[config.mk]
export PLATFORM = sky130hd
export DESIGN_NAME = if_fetch_unit
export DESIGN_NICKNAME = d
export VERILOG_FILES = /design/src/rtl/if_fetch_unit.sv
export SDC_FILE = /design/constraint.sdc
export NUM_CORES = 1
export LEC_CHECK = 0
export CORE_MARGIN = 2
export CORE_UTILIZATION = 30
export CTS_BUF_LIST = sky130_fd_sc_hd__clkbuf_8
export DETAILED_ROUTE_END_ITERATION = 10
export PLACE_DENSITY_LB_ADDON = 0.3
export SYNTH_ARGS = -nofsm -noshare
export SYNTH_HDL_FRONTEND = slang
export SYNTH_SLANG_ARGS = --single-unit
export TNS_END_PERCENT = 50
[constraint.sdc]
create_clock -name clk_i -period 2.4 [get_ports clk_i]
set_input_delay 0.36 -clock clk_i [delete_from_list [all_inputs] [get_ports clk_i]]
set_output_delay 0.36 -clock clk_i [all_outputs]
set_load 0.01 [all_outputs]
[src/rtl/if_fetch_unit.sv]
// if_fetch_unit: instruction-fetch stage feeding the IF/ID register.
// Holds the PC, addresses instruction memory, predicts the next PC for
// RV32 B-type branches and applies hazard stalls and EX-stage redirects.
//
// Optional feature macro: BHT_EN
//   defined   -> table of 2**BHT_IDX_W 2-bit saturating counters predicts branches
//   undefined -> no table; always predicts not-taken (pc+4), upd_* ignored
//
// Ports:
//   clk_i, rst_i          clock (rising edge), async active-low reset
//   stall_i               hold PC
//   redirect_i            load redirect_pc_i, flush IF/ID (beats stall_i)
//   redirect_pc_i         corrected PC
//   upd_valid_i/_pc_i/_taken_i  resolved-branch counter update
//   imem_addr_o           instruction-memory address (= pc)
//   imem_inst_i           instruction word, combinational read of imem_addr_o
//   pc_o, inst_o          current PC / instruction to IF/ID
//   pcnxt_o               predicted next PC
//   pred_taken_o          prediction flag for current instruction
//   flush_o               IF/ID flush (= redirect_i)
module if_fetch_unit #(
  parameter logic [31:0] RESET_PC  = 32'h0000_0000,
  parameter int unsigned BHT_IDX_W = 4
) (
  input  logic        clk_i,
  input  logic        rst_i,
  input  logic        stall_i,
  input  logic        redirect_i,
  input  logic [31:0] redirect_pc_i,
  input  logic        upd_valid_i,
  input  logic [31:0] upd_pc_i,
  input  logic        upd_taken_i,
  output logic [31:0] imem_addr_o,
  input  logic [31:0] imem_inst_i,
  output logic [31:0] pc_o,
  output logic [31:0] inst_o,
  output logic [31:0] pcnxt_o,
  output logic        pred_taken_o,
  output logic        flush_o
);

  localparam logic [6:0]  OPC_BRANCH = 7'b1100011;
  localparam logic [31:0] PC_STEP    = 32'd4;

  logic [31:0] pc_q, pc_d;
  logic        is_br;
  logic [31:0] br_imm;
  logic        pred_taken;
  logic [31:0] pcnxt;

  // B-type decode of the fetched word
  assign is_br  = (imem_inst_i[6:0] == OPC_BRANCH);
  assign br_imm = {{19{imem_inst_i[31]}}, imem_inst_i[31], imem_inst_i[7],
                   imem_inst_i[30:25], imem_inst_i[11:8], 1'b0};

`ifdef BHT_EN
  localparam int unsigned BHT_N = 32'(1) << BHT_IDX_W;

  logic [1:0]           bht_q [BHT_N];
  logic [1:0]           bht_d [BHT_N];
  logic [BHT_IDX_W-1:0] lkp_idx;
  logic [BHT_IDX_W-1:0] upd_idx;
  logic                 unused_upd;

  assign lkp_idx    = pc_q[BHT_IDX_W+1:2];
  assign upd_idx    = upd_pc_i[BHT_IDX_W+1:2];
  assign unused_upd = ^{upd_pc_i[31:BHT_IDX_W+2], upd_pc_i[1:0]};

  // Lookup reads the registered table, so a same-cycle update is not bypassed
  assign pred_taken = is_br & bht_q[lkp_idx][1];

  // Saturating counter update for the resolved branch
  always_comb begin
    bht_d = bht_q;
    if (upd_valid_i) begin
      if (upd_taken_i) begin
        if (bht_q[upd_idx] != 2'b11) bht_d[upd_idx] = bht_q[upd_idx] + 2'd1;
      end else begin
        if (bht_q[upd_idx] != 2'b00) bht_d[upd_idx] = bht_q[upd_idx] - 2'd1;
      end
    end
  end

  // Counter table; reset to weakly not-taken
  always_ff @(posedge clk_i or negedge rst_i) begin
    if (!rst_i) begin
      for (int i = 0; i < int'(BHT_N); i++) bht_q[i] <= 2'b01;
    end else begin
      bht_q <= bht_d;
    end
  end
`else
  logic unused_bht;

  assign pred_taken = 1'b0;
  assign unused_bht = ^{upd_valid_i, upd_pc_i, upd_taken_i, is_br};
`endif

  assign pcnxt = pred_taken ? (pc_q + br_imm) : (pc_q + PC_STEP);

  // Next PC: redirect beats stall beats sequential/predicted flow
  always_comb begin
    pc_d = pc_q;
    if (redirect_i) begin
      pc_d = redirect_pc_i;
    end else if (!stall_i) begin
      pc_d = pcnxt;
    end
  end

  // PC register
  always_ff @(posedge clk_i or negedge rst_i) begin
    if (!rst_i) begin
      pc_q <= RESET_PC;
    end else begin
      pc_q <= pc_d;
    end
  end

  assign imem_addr_o  = pc_q;
  assign pc_o         = pc_q;
  assign inst_o       = imem_inst_i;
  assign pcnxt_o      = pcnxt;
  assign pred_taken_o = pred_taken;
  assign flush_o      = redirect_i;

endmodule

* Word level (Yosys, flattened, before mapping) *
Cells that the tools add are included.

word-level totals
  flip-flop bits (word level) = 32
  RAM bits = 0
  memory bits (read-only) = 0
  bits in latches = 0
  memories = 0
  word-level logic and storage cells = 5
  output and inout port bits = 130
  input bits = 102

cells by class
  $mul = 0
  bitwise gates (word level) = 0
  reduce and logical (&&, ||, !) cells = 0
  divide/modulo/power cells = 0
  $lt $le $gt $ge = 0
  add/sub/neg operators = 1
  muxes and demuxes = 2
  equal/unequal tests = 1
  shifts and indexed selects = 0

operators by type and width
  operator                                                count
  two-way mux 32 bit                                      2
  adder 32 x 3 -> 32 bit (second input constant)          1
  inequality test 2 x 1 -> 1 bit (second input constant)  1

* Logic depth before layout (Yosys ltp) *
  depth after elaboration = 3
  depth in mapped cells = 7

* Worst setup path after synthesis *
No wires, ideal clock.

  path type = register to output
  start point = reg pc_q[2], in the netlist imem_addr_o[2]
  end point = out pcnxt_o[22]
  stages on the path, launching flop included = 7
  path buffers = 1
  slack = 243 ps
  arrival = 1,797 ps
  path through = dfrtp_1 -> ha_1 -> nand3_2 -> or2_2 -> clkbuf_1 -> nor3_1 -> xor2_1

on the way
  cells in the longest elaborated chain, start to end = 1

ends and longest elaborated chain
  element                   RTL line  text
  start: declaration        45        logic [31:0] pc_q, pc_d;
  start signal: assignment  116       pc_q <= pc_d;
  adder 32 x 3 -> 32 bit    99        assign pcnxt = pred_taken ? (pc_q + br_imm) : (pc_q + PC_STEP);
  end: declaration          37        output logic [31:0] pcnxt_o,

No other way between the ends.

* Final worst setup path *
  start point = reg pc_q[10], in the netlist imem_addr_o[10]
  end point = out pcnxt_o[17]

The elaborated chain is that of the path after synthesis.

==> impl_metrics.toml <==
[worst_hold_path]
hold_class = "in -> async"

[yosys]
synth_most_common_cell = "buf_4"
ys_types = 40
async_flop_share_pct = 100
synthFlopType = "dfrtp_1"
ys_warn_count = 0
ys_seq_area_share_pct = 27.9
syn-cell-area_mm2 = 0.00287
synth_top_area_share_pct = 27.9
synth_common_cells = "75 x buf_4, 32 x dfrtp_1, 30 x nor2_1"
synth_nets = 450
syn_inst = 347
synth_edf_count = 0
synth-seq-cells = 32
synth_top_area_cell = "dfrtp_1"
synth_area_leaders = "dfrtp_1 28%, buf_4 20%, xor2_1 7.6%"
avgSynthCellArea_um2 = 8.26

[sta]
hold_violations = 0
hold-worst-slack_ns = 0.148
rsz0062_at_grt = "true"
setup_viol = 0
worst_pin_slew_ns = 0.754
slew_violations = 0
max_slew_margin_pct = 49.7
period_share_pct = 96.2
clock_skew_ns = 0.00438
fin_crit_ns = 2.31
max_freq_ghz = 0.433

[clocking]
cts_tree = "built"
cts_buffers = 5
clockBufferDepth = 2
htree_levels = 2
path_clk_slew_ns = 0.07
hold_buffers = 0
cts-root-buf = "clkbuf_8"
cts_sinks = 32
insertion_delay_ns = 0.28

[route]
first_iter_violations = 87
drc = 0
wl_mm = 8.98
wl_per_cell_um = 15.4
firstDrtPassIters = 4
route.vias.total = 2849
routed_via_density = 4.90
drtAntennaViolNets = 0

[critical_path]
crit_type = "reg -> out"
cpLargestDelayFamily = "simple AND/OR/NAND/NOR gates"
worstPathRequired_ns = 2.04
critPathMaxStageDelay_ns = 0.36
path_buf_inv = 2
cp_cell_sequence = "and4_4, nand4_4, buf_4, nor3_1, xor2_1, dlygate4sd2_1"
cp-end-kind = "output port"
start_kind = "flop"
crit_path_max_fanout = 7
critPathArrivalTime_ns = 1.95
reg2reg_setup_slack_ns = 0.35
critPathSlowestCell = "dfrtp_1"

[place]
dp_hpwl_mm = 6.72
io_buffer_count = 132
globalplace.congestion = 0.849

[die]
fp.dieArea_mm2 = 0.0104
fp-row-count = 35
die_h_um = 102
initial_core_util_pct = 31.0
coreArea_mm2 = 0.00924
ioPinCount = 232
die_w_um = 102

[layout]
fin_nets = 556
largest_register_ffs = 32
area_delta_synth_final_pct = 51.2
layout-drive-gt1-share_pct = 20.5
diodes = 0

[pwr]
irDropWorstVdd_mv = 0.198
power.total_mw = 1.94
p_leak_nw = 1.74
power.density_mw_per_mm2 = 447

[grt]
grt_max_degree = 33
grt_remaining_overflow = 0
antenna_found_initial = 0
grt_pass1_vias = 2826
grtUsageTotal_pct = 17.2
grt_pass1_wl_mm = 14.1

[flow_run]
maxCapViolCount = 0

[outcome]
status = "finished clean"
-- cell type report --
type                       instances  area (um^2)
multi-input combinational        222         1510
fill                             925         4910
timing repair buffer             190         1760
tap                              129          161
clock buffer                       7         96.3
sequential                        32          802
inverter                           2         7.51
-- placed cells by master, fill, tap and decap left out, types with 14 or more instances in the layout --
master | synthesis | layout
dfrtp_1 | 32 | 31
buf_4 | 75 | 57
dlygate4sd2_1 | 0 | 17
o21ai_0 | 15 | 15
clkdlybuf4s50_1 | 0 | 108
xor2_1 | 25 | 25
a31oi_1 | 16 | 16
xnor2_1 | 14 | 14
nand2_1 | 24 | 24
nor2_1 | 30 | 30
-- repair_timing --
| action | 4_1_cts | 5_1_grt |
|---|---|---|
| gates resized for setup | 31 | 14 |
| endpoints found under the setup margin | 22 | 11 |
| setup buffers | 3 | 3 |
| pin swaps | 1 | 2 |
-- metal layers --
| layer | vias up | global-route usage [%] | wire length [um] |
|---|---|---|---|
| met5 | - | 0 | 0 |
| met3 | 20 | 3.24 | 531 |
| met4 | 0 | 5.09 | 143 |
| met1 | 1358 | 20.5 | 3850 |
| met2 | 103 | 31.1 | 4460 |
| li1 | 1368 | - | - |
-- report_power, final --
part	total (mW)	internal [mW]	switching (mW)
registers	0.636	0.591	0.0446
clock network	0.457	0.256	0.202
logic	0.844	0.465	0.379
total	1.94	1.31	0.625
-- path summary, 6_finish.rpt --
check | startpoint | end | cells after the start
setup reg to reg | imem_addr_o[2] | imem_addr_o[24] | 6
setup / recovery | imem_addr_o[10] | pcnxt_o[17] | 6
max in group asynchronous | rst_i | imem_addr_o[19] | 1
min in group clk_i | imem_addr_o[0] | imem_addr_o[0] | 1
hold / removal | rst_i | imem_addr_o[13] | 1
hold reg to reg | imem_addr_o[0] | imem_addr_o[0] | 1
-- kinds of logic (layout without fill, tap and decap cells) --
kind of cell               Yosys count  after routing  share of synthesized area [%]
and+or+nand+nor                    130            130                           24.9
buffers and inverters               93            199                           23.0
AOI/OAI and AO/OA                   48             48                           10.6
xor gates and xnor gates            39             39                           11.9
DFF                                 32             32                           27.9
muxes                                3              3                           1.13
adders and majority gates            1              1                          0.436
other                                1              1                          0.131
-- per-stage QoR --
stage | TNS, ns | util (%) | std cells | area, um^2 | worst slack [ns]
global placement | -0.00958 | 44.3 | 569 | 4100 | -0.00626
global route | -0.0379 | 46.9 | 582 | 4330 | -0.0379
CTS | -0.180 | 46.0 | 579 | 4250 | -0.103
floorplan | 0 | - | 347 | 2870 | 0.243
finish | 0 | 46.9 | 582 | 4330 | 0.0902
detailed placement | -0.0111 | 44.3 | 569 | 4100 | -0.0111
Power figures use the tool's default switching activity.
